--- config.mk ---
export PLATFORM = sky130hd
export DESIGN_NAME = fp8_special_resolver
export DESIGN_NICKNAME = d
export VERILOG_FILES = /design/src/rtl/fp8_special_resolver.sv
export SDC_FILE = /design/constraint.sdc
export NUM_CORES = 1
export LEC_CHECK = 0
export ABC_AREA = 1
export CORE_UTILIZATION = 46
export DETAILED_ROUTE_END_ITERATION = 7
export PLACE_DENSITY = 0.76
export SLEW_MARGIN = 20
export SYNTH_ARGS = -nofsm -noshare
export SYNTH_HDL_FRONTEND = slang
export SYNTH_SLANG_ARGS = --single-unit
--- constraint.sdc ---
create_clock -name CLK -period 1.54 [get_ports CLK]
set_input_delay 0.308 -clock CLK [delete_from_list [all_inputs] [get_ports CLK]]
set_output_delay 0.308 -clock CLK [all_outputs]
set_load 0.05 [all_outputs]
--- src/rtl/fp8_special_resolver.sv ---
`default_nettype none
// ============================================================================
// Module      : fp8_special_resolver
// Description : Two-stage special-case resolver for the 8-bit FPU. Classifies
//               operands (NaN / Inf / Zero), produces the final special result
//               or defers to the arithmetic core, and keeps sticky exception
//               status plus a saturating exception counter.
// Revision    : 1.0 - initial release
// ============================================================================
module fp8_special_resolver #(
    parameter int CNT_W = 8
) (
    input  logic             CLK,
    input  logic             RST,
    input  logic             IN_VALID,
    output logic             IN_READY,
    input  logic [1:0]       FP_OPERATION,
    input  logic [7:0]       OP_A,
    input  logic [7:0]       OP_B,
    output logic             OUT_VALID,
    input  logic             OUT_READY,
    output logic [7:0]       RESULT,
    output logic             RESULT_IS_SPECIAL,
    output logic [2:0]       FP_EXCE,
    output logic [2:0]       STATUS,
    input  logic             STATUS_CLR,
    output logic [CNT_W-1:0] EXC_COUNT
);

    localparam logic [1:0]       c_OP_ADD        = 2'b00;
    localparam logic [1:0]       c_OP_SUB        = 2'b01;
    localparam logic [1:0]       c_OP_MUL        = 2'b10;
    localparam logic [1:0]       c_OP_RSVD       = 2'b11;
    localparam logic [7:0]       c_CANON_NAN     = 8'h7C;
    localparam logic [6:0]       c_INF_MAG       = 7'h78;
    localparam logic [2:0]       c_FLAG_INVALID  = 3'b001;
    localparam logic [2:0]       c_FLAG_NAN_PROP = 3'b010;
    localparam logic [2:0]       c_FLAG_INF      = 3'b100;
    localparam logic [CNT_W-1:0] c_CNT_MAX       = {CNT_W{1'b1}};

    // Operand classification straight from the request port
    logic w_a_nan, w_a_inf, w_a_zero;
    logic w_b_nan, w_b_inf, w_b_zero;

    assign w_a_nan  = (&OP_A[6:3]) & (|OP_A[2:0]);
    assign w_a_inf  = (&OP_A[6:3]) & ~(|OP_A[2:0]);
    assign w_a_zero = ~(|OP_A[6:0]);
    assign w_b_nan  = (&OP_B[6:3]) & (|OP_B[2:0]);
    assign w_b_inf  = (&OP_B[6:3]) & ~(|OP_B[2:0]);
    assign w_b_zero = ~(|OP_B[6:0]);

    // Stage 1 state: operation, signs and class bits
    logic       r_s1_valid;
    logic [1:0] r_s1_op;
    logic       r_s1_sign_a, r_s1_sign_b;
    logic       r_s1_nan_a, r_s1_inf_a, r_s1_zero_a;
    logic       r_s1_nan_b, r_s1_inf_b, r_s1_zero_b;

    // Stage 2 state: the visible result
    logic       r_s2_valid;
    logic [7:0] r_s2_result;
    logic       r_s2_special;
    logic [2:0] r_s2_exce;

    logic [2:0]       r_status;
    logic [CNT_W-1:0] r_exc_count;

    // Handshake: S2 can take new data when empty or being drained this cycle
    logic w_advance, w_accept, w_xfer;

    assign w_advance = ~r_s2_valid | OUT_READY;
    assign IN_READY  = ~RST & (~r_s1_valid | w_advance);
    assign w_accept  = IN_VALID & IN_READY;
    assign w_xfer    = r_s2_valid & OUT_READY;

    // Decoded operation of the request sitting in stage 1
    logic w_is_add, w_is_sub, w_is_mul;
    logic w_any_nan, w_any_inf, w_invalid, w_inf_sign;

    assign w_is_add  = (r_s1_op == c_OP_ADD);
    assign w_is_sub  = (r_s1_op == c_OP_SUB);
    assign w_is_mul  = (r_s1_op == c_OP_MUL);
    assign w_any_nan = r_s1_nan_a | r_s1_nan_b;
    assign w_any_inf = r_s1_inf_a | r_s1_inf_b;

    // Inf-minus-inf style cancellations and 0*inf have no defined value
    assign w_invalid =
        (w_is_add & r_s1_inf_a & r_s1_inf_b & (r_s1_sign_a ^ r_s1_sign_b)) |
        (w_is_sub & r_s1_inf_a & r_s1_inf_b & ~(r_s1_sign_a ^ r_s1_sign_b)) |
        (w_is_mul & ((r_s1_zero_a & r_s1_inf_b) | (r_s1_inf_a & r_s1_zero_b)));

    // Sign of an infinite result; for sub an infinite B flips sign
    assign w_inf_sign = w_is_mul ? (r_s1_sign_a ^ r_s1_sign_b) :
                        r_s1_inf_a ? r_s1_sign_a :
                        w_is_sub ? ~r_s1_sign_b : r_s1_sign_b;

    logic [7:0] w_result;
    logic       w_special;
    logic [2:0] w_exce;

    // Priority resolution of the special result for the stage-1 request
    always_comb begin
        w_result  = 8'h00;
        w_special = 1'b0;
        w_exce    = 3'b000;
        if (r_s1_op != c_OP_RSVD) begin
            if (w_any_nan) begin
                w_result  = c_CANON_NAN;
                w_special = 1'b1;
                w_exce    = c_FLAG_NAN_PROP;
            end else if (w_invalid) begin
                w_result  = c_CANON_NAN;
                w_special = 1'b1;
                w_exce    = c_FLAG_INVALID;
            end else if (w_any_inf) begin
                w_result  = {w_inf_sign, c_INF_MAG};
                w_special = 1'b1;
                w_exce    = c_FLAG_INF;
            end else if (w_is_mul & (r_s1_zero_a | r_s1_zero_b)) begin
                w_result  = {r_s1_sign_a ^ r_s1_sign_b, 7'h00};
                w_special = 1'b1;
            end
        end
    end

    // Stage 1 capture; empties when its content moves on without a refill
    always_ff @(posedge CLK) begin
        if (RST) begin
            r_s1_valid  <= 1'b0;
            r_s1_op     <= 2'b00;
            r_s1_sign_a <= 1'b0;
            r_s1_sign_b <= 1'b0;
            r_s1_nan_a  <= 1'b0;
            r_s1_inf_a  <= 1'b0;
            r_s1_zero_a <= 1'b0;
            r_s1_nan_b  <= 1'b0;
            r_s1_inf_b  <= 1'b0;
            r_s1_zero_b <= 1'b0;
        end else if (w_accept) begin
            r_s1_valid  <= 1'b1;
            r_s1_op     <= FP_OPERATION;
            r_s1_sign_a <= OP_A[7];
            r_s1_sign_b <= OP_B[7];
            r_s1_nan_a  <= w_a_nan;
            r_s1_inf_a  <= w_a_inf;
            r_s1_zero_a <= w_a_zero;
            r_s1_nan_b  <= w_b_nan;
            r_s1_inf_b  <= w_b_inf;
            r_s1_zero_b <= w_b_zero;
        end else if (w_advance) begin
            r_s1_valid  <= 1'b0;
        end
    end

    // Stage 2 capture; holds its result while the output is stalled
    always_ff @(posedge CLK) begin
        if (RST) begin
            r_s2_valid   <= 1'b0;
            r_s2_result  <= 8'h00;
            r_s2_special <= 1'b0;
            r_s2_exce    <= 3'b000;
        end else if (w_advance) begin
            r_s2_valid   <= r_s1_valid;
            r_s2_result  <= r_s1_valid ? w_result  : 8'h00;
            r_s2_special <= r_s1_valid & w_special;
            r_s2_exce    <= r_s1_valid ? w_exce    : 3'b000;
        end
    end

    // Sticky status and saturating counter; a clear acts before the update
    always_ff @(posedge CLK) begin
        if (RST) begin
            r_status    <= 3'b000;
            r_exc_count <= '0;
        end else if (STATUS_CLR) begin
            r_status    <= w_xfer ? r_s2_exce : 3'b000;
            r_exc_count <= CNT_W'(w_xfer & (|r_s2_exce));
        end else if (w_xfer) begin
            r_status <= r_status | r_s2_exce;
            if ((|r_s2_exce) && (r_exc_count != c_CNT_MAX)) begin
                r_exc_count <= r_exc_count + CNT_W'(1);
            end
        end
    end

    assign OUT_VALID         = r_s2_valid;
    assign RESULT            = r_s2_result;
    assign RESULT_IS_SPECIAL = r_s2_special;
    assign FP_EXCE           = r_s2_exce;
    assign STATUS            = r_status;
    assign EXC_COUNT         = r_exc_count;

endmodule
`default_nettype wire

== Word level (Yosys, flattened, before mapping) ==
Cells that the tools add are included.
Word-level totals
  output and inout bits: 25
  register bits after elaboration: 35
  input port bits: 23
  logic and storage cells: 99
Operators by class
  bitwise logic cells: 38
  muxes and demuxes: 27
  add/sub/neg operators: 1
  eq/ne operators: 4
  reduce and logical (&&, ||, !) cells: 13
Operators by type and width (number)
  two-way mux 8 bit: 9
  two-way mux 3 bit: 8
  AND 1 bit: 19
  OR reduction 7 bit: 2
  two-way mux 1 bit: 10
  NOT 1 bit: 9
  OR reduction 3 bit: 3
  adder 8 x 1 -> 8 bit, second input constant: 1
  inequality test 8 bit, second input constant: 1
  bitwise OR 1 bit: 8
  AND reduction 4 bit: 2
  nonzero test 2 bit: 3
  bitwise OR 3 bit: 1
  == test 2 x 1 -> 1 bit, second input constant: 1
  == test 2 bit, second input constant: 1
  logical NOT 2 bit: 1
  inequality test 2 bit, second input constant: 1
  AND reduction 2 bit: 1
  logical AND 1 bit: 1
  XOR 1 bit: 1

== Logic depth before layout (Yosys ltp) ==
  depth after elaboration: 10
  gate-level depth with buffers: 9

== Least setup slack after synthesis ==
Ideal clock, no wire load.
  path type: reg2reg
  from: reg r_exc_count[0] (netlist: EXC_COUNT[0])
  to: reg r_exc_count[7] (netlist: EXC_COUNT[7])
  data required time: 1.470 ns
  path buffers: 0
  slack: -0.103 ns
  data arrival time: 1.572 ns
  cell stages (with the launch flop): 8
  cells stage by stage: dfxtp_1 > ha_1 > nand3_1 > nor2_1 > nor2_4 > nor2_2 > nand2_1 > a21oi_1
On the way
  cells in the longest elaborated chain, start to end: 4
  elaborated cells between the ends (all ways): 8
  classes of those cells: add/sub (1); eq/ne (1); mux (3); reduce/logical (3)
Ends and longest elaborated chain
  from (decl): line 66  | logic [CNT_W-1:0] r_exc_count;
  from (signal assigned): line 177  | r_exc_count <= CNT_W'(w_xfer & (|r_s2_exce));
  from (signal assigned): line 181  | r_exc_count <= r_exc_count + CNT_W'(1);
  adder 8 x 1 -> 8 bit / inequality test 8 bit (equally long branches): line 181, 180
  two-way mux 8 bit / logical AND 1 bit (equally long branches): line 180  | if ((|r_s2_exce) && (r_exc_count != c_CNT_MAX)) begin
  two-way mux 8 bit / nonzero test 2 bit (equally long branches)
  two-way mux 8 bit / AND reduction 2 bit (equally long branches)
Parallel ways exist; a longest one is shown, timed or not. The select of a mux whose other input is x is not followed.
A chain may end at the register's enable or synchronous reset.

== Worst setup path in the final report ==
  from: reg r_s2_valid (netlist: OUT_VALID)
  to: out IN_READY
On the way
  cells in the longest elaborated chain, start to end: 4
Ends and longest elaborated chain
  from (decl): line 60  | logic r_s2_valid;
  from (signal assigned): line 163  | r_s2_valid <= r_s1_valid;
  NOT 1 bit: line 71  | assign w_advance = ~r_s2_valid | OUT_READY;
  bitwise OR 1 bit: line 71
  bitwise OR 1 bit: line 72  | assign IN_READY = ~RST & (~r_s1_valid | w_advance);
  AND 1 bit: line 72
  to (decl): line 16  | output logic IN_READY,
Every way passes these cells.

==> reports/metrics.cfg <==
[synth]
yosys.area.top_type_share_pct = 38.80
ys_seq_elements = 30
yosys_warnings = 0
ys_seq_area_share_pct = 38.80
syn_area_sq_mm = 0.001548
avgSynthCellArea_sq_um = 7.199
synth_cell_type_count = 34
synth_area_leaders = dfxtp_1 39%, nand2_1 11%, inv_1 7.0%
synthCells = 215
synth_top_cell_by_area = dfxtp_1

[cts]
ctsHtreeMaxLevel = 2
worst_skew_pair.late_latency_ps = 330
cts_hold_buf = 0
cts.sinks = 30
tritoncts = yes
clkTransAtPathRegs_ps = 90
cts-root-buf = clkbuf_4
cts_buffer_depth = 2
cts_made_buffers = 5

[placement]
portBuffers = 45
gp_congestion = 0.8097
dp_hpwl_microns = 3031

[power_and_ir_drop]
leakage_nw = 1.032
clkPwrFrac_pct = 34.8
switching_share_pct = 26.46
comb_power_share_pct = 18.6
ir_worst_vdd_v = 0.0004981
internal_power_mw = 1.298
seqPwrFrac_pct = 46.6
p_sw_uw = 467.0
finalPower_mw = 1.765
power_density_mw_per_mm2 = 714.1

[cells_and_area]
multiInputGateArea_sq_um = 773.2
final_cell_mix = 47 x nand2_1, 28 x inv_1, 27 x dfxtp_1
area_growth_pct = 59.66
final_util_pct = 79.00
diodes = 0
nNetsFinal = 305
ff_latch_area_sq_um = 604.3
n_fill_cell = 230
final_common_cell = nand2_1
layout-drive-gt1-share_pct = 26.95

[floorplanning]
rows = 20
start_util_pct = 49.48
fp.coreArea_sq_mm = 0.003128
dieArea_sq_mm = 0.003601
die_h_microns = 60.01
io-pin-count = 48
chipWidth_microns = 60.01

[min_path]
hp-class = flip-flop to flip-flop
worstHoldPathCells = 2

[routing]
vias = 1662
routed_wl_microns = 3918
wl_per_cell_microns = 12.02
antenna_left = 0
via_per_inst = 5.098
drt_iter0_markers = 96
firstDrtPassIters = 4
drcViolationCount = 0

[run_status]
outcome = complete, no violations

[sta]
layout_min_cycle_time_ps = 1475
fin_crit_sh_pct = 95.75
max_freq_mhz = 678.2
setup_violations = 0
rsz0062_at_grt = no
setup-tns-final_ps = 0
worst_hold_slack_ps = 478.0
slew_violations = 0
final_hold_viol_count = 0
finClkSkew_ps = 8.201

[global_routing]
grt_overflow = 0
grt_pass1_vias = 1535
grt_pass1_wl_microns = 6582
antenna_found_initial = 0
grt.total_usage_pct = 24.83
grt_max_degree = 16

[worst_setup_path]
cp_max_fo = 2
crit_type = flip-flop to primary output
reg2reg_depth = 10
crit_arrival_ps = 1170
start_kind = flip-flop
end_kind = primary output
crit_required_ps = 1230

[flow_run]
max_cap_violations = 0

==> layout make-up <==
| type | instances | area share (%) |
|---|---|---|
| multi-input combinational | 145 | 31.29 |
| sequential | 30 | 24.46 |
| inverter | 33 | 5.114 |
| timing repair buffer | 66 | 33.87 |
| clock buffer | 7 | 1.823 |
| tap | 44 | 2.228 |
| clock inverter | 1 | 1.215 |
==> repair_timing <==
item                                    CTS  global route
pin swaps                                 2             2
gates resized for setup                   2             4
cloned                                    0             1
endpoints found under the setup margin    1             4
setup buffers                             3             1
==> synth_stat cells (all sizes together) <==
library cell / instances
clkbuf: 1
a21oi: 20
a211oi: 2
o21a: 1
a32o: 3
inv: 33
nor2: 19
or2: 2
a31oi: 4
buf: 8
conb: 1
nor4: 2
ha: 1
nand2: 50
nor3: 4
nand3: 13
nand3b: 1
a21o: 1
o21ai: 13
dfxtp: 30
nand4: 5
o2111ai: 1
==> power groups by stage <==
stage | Clock (mW) | Combinational (mW) | Sequential [mW]
floorplan | 0 | 0.155 | 0.854
global placement | 0 | 0.310 | 0.840
detailed placement | 0 | 0.319 | 0.841
CTS | 0.632 | 0.326 | 0.822
global route | 0.664 | 0.355 | 0.825
finish | 0.615 | 0.327 | 0.822
==> per-layer routing <==
metal / GRT usage (%) / wire, microns / part of all wire (%)
met4: 7.973 / 42 / 1.1
met1: 28.89 / 1655 / 42
met2: 43.17 / 2025 / 52
met5: 0 / 0 / 0
met3: 7.576 / 195 / 5.0
==> state kept, by name (all words and copies together) (netlist names) <==
name,cells
EXC_COUNT,8
FP_EXCE,3
RESULT,3
STATUS,3
r_s1_op,2
OUT_VALID,1
RESULT_IS_SPECIAL,1
r_s1_inf_a,1
r_s1_inf_b,1
r_s1_nan_a,1
r_s1_nan_b,1
r_s1_sign_a,1
r_s1_sign_b,1
r_s1_valid,1
r_s1_zero_a,1
r_s1_zero_b,1
==> final timing paths <==
path                      end         from  slack, ps
setup reg to reg    RESULT[7]    OUT_VALID        150
hold reg to reg   r_s1_zero_b  r_s1_zero_b        480
hold / removal    r_s1_zero_b  r_s1_zero_b        480
setup / recovery     IN_READY    OUT_VALID         70
==> logic make-up after synthesis <==
family                   share of synthesized area [%]
flip-flops                                       38.80
AO/OA/AOI/OAI                                    17.62
adder cells (fa/ha/maj)                         0.8083
buffers and inverters                            12.37
other                                           0.2423
AND/OR/NAND/NOR                                  30.15
==> critical path, cell delays in order, from the launching register on <==
cell	delay [ps]
dfxtp_2	340
inv_1	40
nor2_2	100
nand2_2	80
nand2_4	80
inv_2	40
buf_12	140
==> through the flow <==
step	setup WS (ps)	instance area [sq um]	instances
detailed placement	-169.7	2352	313
floorplan	17.83	1554	216
global placement	-130.6	2352	313
CTS	3.535	2450	324
finish	65.40	2471	326
global route	12.50	2471	326
Power figures use the tool's default switching activity.
